--- config.mk ---
export PLATFORM = sky130hd
export DESIGN_NAME = multicycle_ctrl_flat
export DESIGN_NICKNAME = d
export VERILOG_FILES = /design/src/rtl/multicycle_ctrl_if.sv /design/src/rtl/multicycle_ctrl.sv /design/src/flat_wrapper.sv
export SDC_FILE = /design/constraint.sdc
export NUM_CORES = 1
export LEC_CHECK = 0
export BUFFER_PORTS_ARGS = -buffer_cell sky130_fd_sc_hd__buf_2
export CAP_MARGIN = 20
export CORE_ASPECT_RATIO = 1.1
export CORE_MARGIN = 2
export CORE_UTILIZATION = 30
export DETAILED_ROUTE_END_ITERATION = 7
export GPL_TIMING_DRIVEN = 0
export PLACE_DENSITY = 0.59
export SLEW_MARGIN = 10
export SYNTH_ARGS = -nofsm -noshare
export SYNTH_HDL_FRONTEND = slang
export SYNTH_SLANG_ARGS = --single-unit
--- constraint.sdc ---
create_clock -name clk -period 2.25 [get_ports clk]
set_input_delay 0.1125 -clock clk [delete_from_list [all_inputs] [get_ports clk]]
set_output_delay 0.1125 -clock clk [all_outputs]
set_load 0.01 [all_outputs]
--- src/rtl/multicycle_ctrl_if.sv ---
// Request/acknowledge handshake between the sequencer
// and the shared instruction/data memory.
interface multicycle_ctrl_if;
  logic mem_req;
  logic mem_sel;
  logic mem_ready;

  modport master (
    output mem_req,
    output mem_sel,
    input  mem_ready
  );

  modport slave (
    input  mem_req,
    input  mem_sel,
    output mem_ready
  );
endinterface

--- src/rtl/multicycle_ctrl.sv ---
// Multi-cycle MIPS sequencer: FETCH/DECODE/EXEC/MEM/WB over a
// shared memory with wait states, halt parking and retire counter.
module multicycle_ctrl #(
  parameter int CNT_W = 32
) (
  input  logic             clk,
  input  logic             reset,
  input  logic [5:0]       opcode,
  input  logic             cond,
  input  logic             halt,
  multicycle_ctrl_if.master mem,
  output logic             pcWrite,
  output logic [1:0]       pcSrc,
  output logic             irWrite,
  output logic             regDst,
  output logic             aluSrc,
  output logic             memtoReg,
  output logic             memRead,
  output logic             memWrite,
  output logic             regWrite,
  output logic [3:0]       aluOp,
  output logic             idle,
  output logic             illegal,
  output logic [CNT_W-1:0] instret
);

  localparam logic [5:0] OP_R     = 6'b000000;
  localparam logic [5:0] OP_BGEZ  = 6'b000001;
  localparam logic [5:0] OP_J     = 6'b000010;
  localparam logic [5:0] OP_B     = 6'b000011;
  localparam logic [5:0] OP_BEQ   = 6'b000100;
  localparam logic [5:0] OP_BNE   = 6'b000101;
  localparam logic [5:0] OP_ADDI  = 6'b001000;
  localparam logic [5:0] OP_ADDIU = 6'b001001;
  localparam logic [5:0] OP_SLTI  = 6'b001010;
  localparam logic [5:0] OP_SLTIU = 6'b001011;
  localparam logic [5:0] OP_ANDI  = 6'b001100;
  localparam logic [5:0] OP_ORI   = 6'b001101;
  localparam logic [5:0] OP_XORI  = 6'b001110;
  localparam logic [5:0] OP_LUI   = 6'b001111;
  localparam logic [5:0] OP_BSWAP = 6'b011111;
  localparam logic [5:0] OP_LW    = 6'b100011;
  localparam logic [5:0] OP_SW    = 6'b101011;

  typedef enum logic [2:0] {
    IDLE,
    FETCH,
    DECODE,
    EXEC,
    MEM,
    WB
  } state_t;

  typedef enum logic [2:0] {
    CLS_R,
    CLS_BS,
    CLS_LW,
    CLS_SW,
    CLS_IMM,
    CLS_BR,
    CLS_J,
    CLS_ILL
  } cls_t;

  state_t state;
  state_t nextState;
  state_t endState;
  cls_t   cls;
  logic [3:0] decAlu;
  logic   decImm;
  logic   memAck;
  logic   retireEv;
  logic   illegalEv;

  assign memAck = mem.mem_ready;

  // Opcode classification and per-class ALU setup
  always_comb begin
    cls    = CLS_ILL;
    decAlu = 4'b0000;
    decImm = 1'b0;
    case (opcode)
      OP_R: begin
        cls    = CLS_R;
        decAlu = 4'b0010;
      end
      OP_BSWAP: begin
        cls    = CLS_BS;
        decAlu = 4'b1111;
      end
      OP_LW: begin
        cls    = CLS_LW;
        decImm = 1'b1;
      end
      OP_SW: begin
        cls    = CLS_SW;
        decImm = 1'b1;
      end
      OP_ADDI, OP_ADDIU: begin
        cls    = CLS_IMM;
        decImm = 1'b1;
      end
      OP_ANDI: begin
        cls    = CLS_IMM;
        decAlu = 4'b0100;
        decImm = 1'b1;
      end
      OP_ORI: begin
        cls    = CLS_IMM;
        decAlu = 4'b0101;
        decImm = 1'b1;
      end
      OP_XORI: begin
        cls    = CLS_IMM;
        decAlu = 4'b0111;
        decImm = 1'b1;
      end
      OP_SLTI, OP_SLTIU: begin
        cls    = CLS_IMM;
        decAlu = 4'b0110;
        decImm = 1'b1;
      end
      OP_LUI: begin
        cls    = CLS_IMM;
        decAlu = 4'b1001;
        decImm = 1'b1;
      end
      OP_BEQ: begin
        cls    = CLS_BR;
        decAlu = 4'b0001;
      end
      OP_BNE: begin
        cls    = CLS_BR;
        decAlu = 4'b1011;
      end
      OP_BGEZ: begin
        cls    = CLS_BR;
        decAlu = 4'b0011;
      end
      OP_B: begin
        cls    = CLS_BR;
        decAlu = 4'b1000;
      end
      OP_J: begin
        cls    = CLS_J;
      end
      default: begin
        cls    = CLS_ILL;
      end
    endcase
  end

  // Instruction-boundary events; halt is only honoured on these
  always_comb begin
    retireEv  = 1'b0;
    illegalEv = 1'b0;
    unique case (1'b1)
      (state == DECODE): begin
        retireEv  = (cls == CLS_J);
        illegalEv = (cls == CLS_ILL);
      end
      (state == EXEC):
        retireEv = (cls == CLS_BR);
      (state == MEM):
        retireEv = (cls == CLS_SW) && memAck;
      (state == WB):
        retireEv = 1'b1;
      default: begin
        retireEv  = 1'b0;
        illegalEv = 1'b0;
      end
    endcase
  end

  assign endState = halt ? IDLE : FETCH;

  always_ff @(posedge clk or posedge reset) begin
    if (reset) begin
      state <= IDLE;
    end else begin
      state <= nextState;
    end
  end

  always_comb begin
    nextState = state;
    unique case (state)
      IDLE: begin
        if (!halt) nextState = FETCH;
      end
      FETCH: begin
        if (memAck) nextState = DECODE;
      end
      DECODE: begin
        if (cls == CLS_J || cls == CLS_ILL) begin
          nextState = endState;
        end else begin
          nextState = EXEC;
        end
      end
      EXEC: begin
        if (cls == CLS_BR) begin
          nextState = endState;
        end else if (cls == CLS_LW || cls == CLS_SW) begin
          nextState = MEM;
        end else begin
          nextState = WB;
        end
      end
      MEM: begin
        if (memAck) begin
          if (cls == CLS_SW) begin
            nextState = endState;
          end else begin
            nextState = WB;
          end
        end
      end
      WB: begin
        nextState = endState;
      end
      default: begin
        nextState = IDLE;
      end
    endcase
  end

  always_comb begin
    mem.mem_req = 1'b0;
    mem.mem_sel = 1'b0;
    pcWrite     = 1'b0;
    pcSrc       = 2'd0;
    irWrite     = 1'b0;
    regDst      = 1'b0;
    aluSrc      = 1'b0;
    memtoReg    = 1'b0;
    memRead     = 1'b0;
    memWrite    = 1'b0;
    regWrite    = 1'b0;
    aluOp       = 4'b0000;
    idle        = 1'b0;
    unique case (state)
      IDLE: begin
        idle = 1'b1;
      end
      FETCH: begin
        mem.mem_req = 1'b1;
        memRead     = 1'b1;
        irWrite     = memAck;
        pcWrite     = memAck;
      end
      DECODE: begin
        if (cls == CLS_J) begin
          pcWrite = 1'b1;
          pcSrc   = 2'd2;
        end
      end
      EXEC: begin
        aluOp  = decAlu;
        aluSrc = decImm;
        if (cls == CLS_BR) begin
          pcWrite = cond;
          pcSrc   = 2'd1;
        end
      end
      MEM: begin
        mem.mem_req = 1'b1;
        mem.mem_sel = 1'b1;
        memRead     = (cls == CLS_LW);
        memWrite    = (cls == CLS_SW);
      end
      WB: begin
        regWrite = 1'b1;
        regDst   = (cls == CLS_R) || (cls == CLS_BS);
        memtoReg = (cls == CLS_LW);
      end
      default: begin
        idle = 1'b0;
      end
    endcase
  end

  always_ff @(posedge clk or posedge reset) begin
    if (reset) begin
      illegal <= 1'b0;
    end else if (illegalEv) begin
      illegal <= 1'b1;
    end
  end

  always_ff @(posedge clk or posedge reset) begin
    if (reset) begin
      instret <= '0;
    end else if (retireEv) begin
      instret <= instret + CNT_W'(1);
    end
  end

endmodule

--- src/flat_wrapper.sv ---
// flat-port wrapper written by rule: the top's interface ports become plain ports
module multicycle_ctrl_flat 
#(
  parameter int CNT_W = 32
)
  (clk, reset, opcode, cond, halt, pcWrite, pcSrc, irWrite, regDst, aluSrc, memtoReg, memRead, memWrite, regWrite, aluOp, idle, illegal, instret, mem_mem_req, mem_mem_sel, mem_mem_ready);
  multicycle_ctrl_if mem_i ();
  input  logic clk;
  input  logic reset;
  input  logic [5:0] opcode;
  input  logic cond;
  input  logic halt;
  output logic pcWrite;
  output logic [1:0] pcSrc;
  output logic irWrite;
  output logic regDst;
  output logic aluSrc;
  output logic memtoReg;
  output logic memRead;
  output logic memWrite;
  output logic regWrite;
  output logic [3:0] aluOp;
  output logic idle;
  output logic illegal;
  output logic [CNT_W-1:0] instret;
  output wire logic [$bits(mem_i.mem_req)-1:0] mem_mem_req;
  output wire logic [$bits(mem_i.mem_sel)-1:0] mem_mem_sel;
  input wire logic [$bits(mem_i.mem_ready)-1:0] mem_mem_ready;
  assign mem_mem_req = mem_i.mem_req;
  assign mem_mem_sel = mem_i.mem_sel;
  assign mem_i.mem_ready = mem_mem_ready;
  multicycle_ctrl #(.CNT_W(CNT_W)) u_core (.clk(clk), .reset(reset), .opcode(opcode), .cond(cond), .halt(halt), .mem(mem_i), .pcWrite(pcWrite), .pcSrc(pcSrc), .irWrite(irWrite), .regDst(regDst), .aluSrc(aluSrc), .memtoReg(memtoReg), .memRead(memRead), .memWrite(memWrite), .regWrite(regWrite), .aluOp(aluOp), .idle(idle), .illegal(illegal), .instret(instret));
endmodule
==> results.cfg, run 1 <==
[logic_synthesis]
synth_common_cells = dfrtp_1, xnor2_1, nand2_1
avgSynthCellArea_um2 = 9.23
synth_nets = 255
ys.flop_type = dfrtp_1
synthMostInstantiatedCell = dfrtp_1
ys_top_cells_by_area = dfrtp_1, xnor2_1, and3_1
async_flop_share_pct = 100
ys_seq_area_share_pct = 40.2
ys_seq_elements = 36
synth_top_area_share_pct = 40.2
ys_warn_count = 0
synth_cells = 243
synth_cell_type_count = 51
synth-edff-count = 0
syn_area_um2 = 2240
yosysTopAreaCell = dfrtp_1

[clock_tree]
cts_tree = done
cts-root-buf = clkbuf_8
clockBufferDepth = 2
htree_levels = 2
clk_pin_slew_worst_paths_ns = 0.07
insertion_delay_ns = 0.28
cts_inserted_buffers = 5
cts.sinks = 36

[final_layout]
final_layout_size_suffix_gt1_share_pct = 28.4
seq_area_um2 = 901
final_nets = 324
antenna-diode-count = 0
fin_cells = 400
synthToLayoutAreaGrowth_pct = 24.8
fillCellCount = 756
multi_input_area_um2 = 1230

[critical_path]
slowest_delay_ns = 0.33
reg2regPathDepth = 9
r2r_start = u_core.state[0]
start_kind = register
crit_arrival_ns = 2.03
crit_type = register to output port
cp.required_ns = 2.14
crit_family = simple AND/OR/NAND/NOR gates
crit_top_cell = buf_2
cp-end-kind = output port
r2r_end = u_core.instret[3]
worst_path_max_delay_cell = or2_2
path_cells = buf_2 -> inv_1 -> nor3b_4 -> o211ai_1 -> or2_2 -> nor3_1 -> buf_2
path_max_fanout = 9
ff2ff_setup_slack_ns = 0.18
crit_start = u_core.state[0]
path_buf_inv = 3

[placed_design]
gp_congestion = 0.827
post-place-ws_ns = 0.115
place_inst = 389
dp_hpwl_um = 3990
portBuffers = 59

[worst_hold_path]
hold_class = input port to register
hold_end = u_core.state[0]
holdPathStages = 3
min-delay-start = mem_mem_ready

[pwr]
comb_power_share_pct = 35.4
p_clk_share_pct = 27.2
p_int_w = 0.00135
p_sw_share_pct = 35.4
p_seq_share_pct = 37.4
powerDensity_nw_per_um2 = 743
vdd_ir_drop_max_uv = 402
cellLeakagePower_nw = 1.35
switching_power_w = 0.000736

[job]
drv_cap = 0

[floorplanning]
die_w_um = 86.5
rows = 33
initial_utilization_pct = 30.5
core_area_um2 = 7350
die_h_um = 94.7
io_pins = 61
die_area_um2 = 8190

[global_routing]
grt_overflow = 0
grt_pass1_vias = 1906
grt_max_degree = 37
antenna_found_initial = 0
grt_pass1_wl_um = 9040
track_usage_pct = 13.6

[sta]
slew_viol_final = 0
hold_viol_final = 0
fin_skew_ns = 0.00907
setup_slack_ns = 0.110
finalSetupViolCount = 0
tightest_slew_ns = 0.756
rsz0062_at_grt = yes
max-slew-margin-rel_pct = 49.6
finalCritPeriodShare_pct = 95.1
fmax_ghz = 0.467
finalCriticalPeriod_ns = 2.14

[routing]
vias_per_cell = 5.05
drc = 0
post_drt_wl_per_cell_um = 13.6
first_pass_iters = 4
via_count = 2018
wirelength_um = 5440
antenna_left = 0
drt_iter0_markers = 102

[status]
status = completed
## layout make-up
cell class | count | area share (%)
flip-flops and latches | 36 | 32.2
inverters | 8 | 1.07
repair buffers | 62 | 11.4
well taps | 87 | 3.89
plain buffers | 16 | 3.57
clock inverters | 3 | 1.52
clock buffers | 5 | 2.46
multi-input cells | 183 | 43.9
## what timing repair did
item | 4_1_cts | 5_1_grt
pin swaps | 0 | 1
resized for setup | 1 | 3
hold buffers | 1 | 0
hold endpoints to repair | 36 | 0
setup endpoints to repair | 1 | 27
buffers inserted | 0 | 2
## state kept, by name, indices dropped and copies added, names as in the netlist
signal / cells
u_core.illegal: 1
u_core.state: 3
u_core.instret: 32
## power groups by stage
| stage | registers (W) | logic, W | clock network (W) |
|---|---|---|---|
| floorplan | 0.000788 | 0.000482 | 0 |
| global placement | 0.000785 | 0.000708 | 0 |
| detailed placement | 0.000787 | 0.000712 | 0 |
| CTS | 0.000780 | 0.000726 | 0.000588 |
| global route | 0.000791 | 0.000813 | 0.000611 |
| finish | 0.000779 | 0.000736 | 0.000567 |
## per-layer routing
metal / vias up / GRT usage [%] / part of all wire, %
li1: 1013 / - / -
met1: 945 / 17.1 / 46
met2: 54 / 23.8 / 49
met3: 6 / 2.62 / 3.6
met4: 0 / 3.91 / 1.2
met5: - / 0 / 0
## worst max path at each step
stage                         end  slack, ns  depth (start not counted)
5_1_grt                  aluOp[3]      -0.05                          7
4_1_cts                  aluOp[3]       0.03                          7
2_1_floorplan   u_core.instret[3]       0.31                          9
3_5_place_dp    u_core.instret[3]       0.12                          9
3_3_place_gp   u_core.instret[18]       0.11                          9
6_report                 aluOp[3]       0.11                          7
## logic make-up after synthesis
kind of cell    Yosys count  share of synthesized area [%]
mux                       1                          0.502
xor+xnor                 33                           12.9
flops                    36                           40.2
compound gates           39                           11.7
buf+inv                  24                           5.74
simple gates            109                           28.4
fa+ha+maj                 1                          0.558
## worst reg2reg max path: stages, from the launching register on
cell and delay (ns):
dfrtp_1 0.36, buf_2 0.17, inv_1 0.23, nand3b_1 0.21
nor4_4 0.26, or3_1 0.20, buf_6 0.12, buf_6 0.14
nand4_1 0.12, xnor2_1 0.14
## metrics by stage
stage	setup TNS [ns]	power (W)	hold slack [ns]	utilization, %	instance area, um^2
5_1_grt	-0.0481	0.00221	0.198	38.1	2800
4_1_cts	0	0.00209	0.167	37.8	2780
3_3_place_gp	0	0.00149	0.446	36.0	2650
6_report	0	0.00208	0.180	38.1	2800
2_1_floorplan	0	0.00127	0.279	-	2240
3_5_place_dp	0	0.00150	0.304	36.0	2650
## placed cells by master, fill, tap and decap left out, drive strengths merged, types with 2 or more instances in the layout
cell,n
dfrtp,36
nor4,2
nand3,16
a31oi,3
nand2b,3
o21ai,9
and2,5
nand4,15
nor3,10
inv,8
nor2,12
nor2b,5
o31a,2
o211ai,4
and3,15
nand3b,2
buf,71
nand2,16
xnor2,31
and4,2
a21oi,9
xor2,2
clkbuf,11
Note: power is estimated with default switching activity, not from simulation.
==> inputs of run 2 (changes only) <==
--- a/config.mk
+++ b/config.mk
@@ -13,6 +13,7 @@
 export DETAILED_ROUTE_END_ITERATION = 7
 export GPL_TIMING_DRIVEN = 0
 export PLACE_DENSITY = 0.59
+export RECOVER_POWER = 100
 export SLEW_MARGIN = 10
 export SYNTH_ARGS = -nofsm -noshare
 export SYNTH_HDL_FRONTEND = slang
==> run 2 against run 1 <==
Sequential power is essentially flat. Critical path type unchanged. Core utilization down 0.65 points. First-iteration DRC count down 3.9%. Final cell count unchanged. Clock power is essentially flat. Via count rose by 0.55%. Fmax rose by 0.10%. Critical endpoint unchanged. Global-route usage did not move.
==> results.cfg, run 2 (synthesis results as in run 1) <==
[sta]
whs_ns = 0.181
hold_viol_final = 0
rsz0062_at_grt = yes
finalSetupViolCount = 0
fin_skew_ns = 0.00884
tightest_slew_ns = 1.39
slew_viol_final = 0
finalCritPeriodShare_pct = 95.0
fmax_ghz = 0.468
setup-tns-final_ns = 0
max-slew-margin-rel_pct = 7.37
finalCriticalPeriod_ns = 2.14

[routing]
drt_iter0_markers = 98
wirelength_um = 5460
post_drt_wl_per_cell_um = 13.7
via_count = 2029
drc = 0
first_pass_iters = 4
antenna_left = 0
vias_per_cell = 5.07

[status]
status = completed

[placed_design]
dp_hpwl_um = 3990
gp_congestion = 0.827
portBuffers = 59

[final_layout]
top_register = u_core.instret
largestRegisters = u_core.instret: 32 flops, u_core.state: 3 flops, u_core.illegal: 1 flops
final_cell_mix = clkbuf_1, dfrtp_1, xnor2_1
synthToLayoutAreaGrowth_pct = 22.7
antenna-diode-count = 0
final_layout_size_suffix_gt1_share_pct = 16.0
largest_reg_flops = 32
final_nets = 324
final_common_cell = clkbuf_1

[pwr]
cellLeakagePower_nw = 1.20
vdd_ir_drop_max_uv = 396
powerDensity_nw_per_um2 = 749

[floorplanning]
die_area_um2 = 8190
initial_utilization_pct = 30.5
io_pins = 61
die_h_um = 94.7
core_area_um2 = 7350
rows = 33
die_w_um = 86.5

[critical_path]
cp-end-kind = output port
cp.required_ns = 2.14
crit_type = register to output port
crit_arrival_ns = 2.03
reg2regPathDepth = 9
start_kind = register
path_cells = buf_2 -> inv_1 -> nor3b_4 -> o211ai_1 -> or2_2 -> nor3_1 -> buf_2
worst_path_max_delay_cell = or2_2
crit_top_cell = buf_2
slowest_delay_ns = 0.33
path_max_fanout = 9

[global_routing]
grt_max_degree = 37
grt_overflow = 0
grt_pass1_vias = 1906
antenna_found_initial = 0
track_usage_pct = 13.6
grt_pass1_wl_um = 9040

[clock_tree]
clk_pin_slew_worst_paths_ns = 0.07
cts_inserted_buffers = 5
cts_tree = done
cts.sinks = 36
cts-root-buf = clkbuf_8
clockBufferDepth = 2
insertion_delay_ns = 0.28
htree_levels = 2

[worst_hold_path]
holdPathStages = 3
hold_class = input port to register

[job]
drv_cap = 0
-- run 2: changes by cell type in the layout (fill, tap and decap cells not counted) --
cell	change
inv_1	+1
inv_2	-1
buf_2	-38
clkbuf_1	+38
-- run 2: worst max-delay path: cells and delay by family, from the launching register on --
kind	cells	cell delay, ns
AND/OR/NAND/NOR	3	0.78
buffers and inverters	3	0.52
AO/OA/AOI/OAI	1	0.14
flip-flops	1	0.32
-- run 2: path summary, 6_finish.rpt --
path | start | to | slack (ns)
worst max register to register | u_core.state[0] | u_core.instret[3] | 0.19
worst max-delay path | u_core.state[0] | aluOp[3] | 0.11
max in group asynchronous | reset | u_core.instret[13] | 0.65
worst min-delay path | mem_mem_ready | u_core.state[0] | 0.18
worst min register to register | u_core.illegal | u_core.illegal | 0.47
min in group asynchronous | reset | u_core.instret[31] | 0.78
-- run 2: report_power, final --
part           leakage [nW]  total [W]  internal [W]  switching (W)
clock                0.0541   0.000566      0.000328       0.000238
sequential            0.489   0.000780      0.000706      0.0000735
combinational         0.652   0.000716      0.000292       0.000424
total                  1.20    0.00206       0.00133       0.000736
-- run 2: cell type report --
class / instances / area [um^2]
fillers: 776 / 4600
multi-input cells: 183 / 1230
flip-flops and latches: 36 / 901
repair buffers: 62 / 273
well taps: 87 / 109
plain buffers: 16 / 100
clock buffers: 5 / 68.8
clock inverters: 3 / 42.5
inverters: 8 / 30.0
-- run 2: timing repair --
item,CTS,global route
setup buffers,0,2
hold endpoints to repair,36,0
hold buffers,1,0
pin swaps,0,1
setup endpoints to repair,1,27
resized for setup,1,3
-- run 2: layer usage --
layer	track usage, %	part of all wire, %	up-vias
li1	-	-	1014
met1	17.1	46	950
met2	23.8	49	59
met3	2.62	4.1	6
met4	3.91	1.2	0
met5	0	0	-
-- run 2: stage by stage --
step / instance area (um^2) / cells / setup slack (ns) / power (W) / util [%]
6_report: 2750 / 400 / 0.112 / 0.00206 / 37.5
5_1_grt: 2750 / 400 / -0.0481 / 0.00220 / 37.5
4_1_cts: 2780 / 398 / 0.0313 / 0.00209 / 37.8
3_5_place_dp: 2650 / 389 / 0.115 / 0.00150 / 36.0
3_3_place_gp: 2650 / 389 / 0.113 / 0.00149 / 36.0
2_1_floorplan: 2240 / 243 / 0.310 / 0.00127 / -
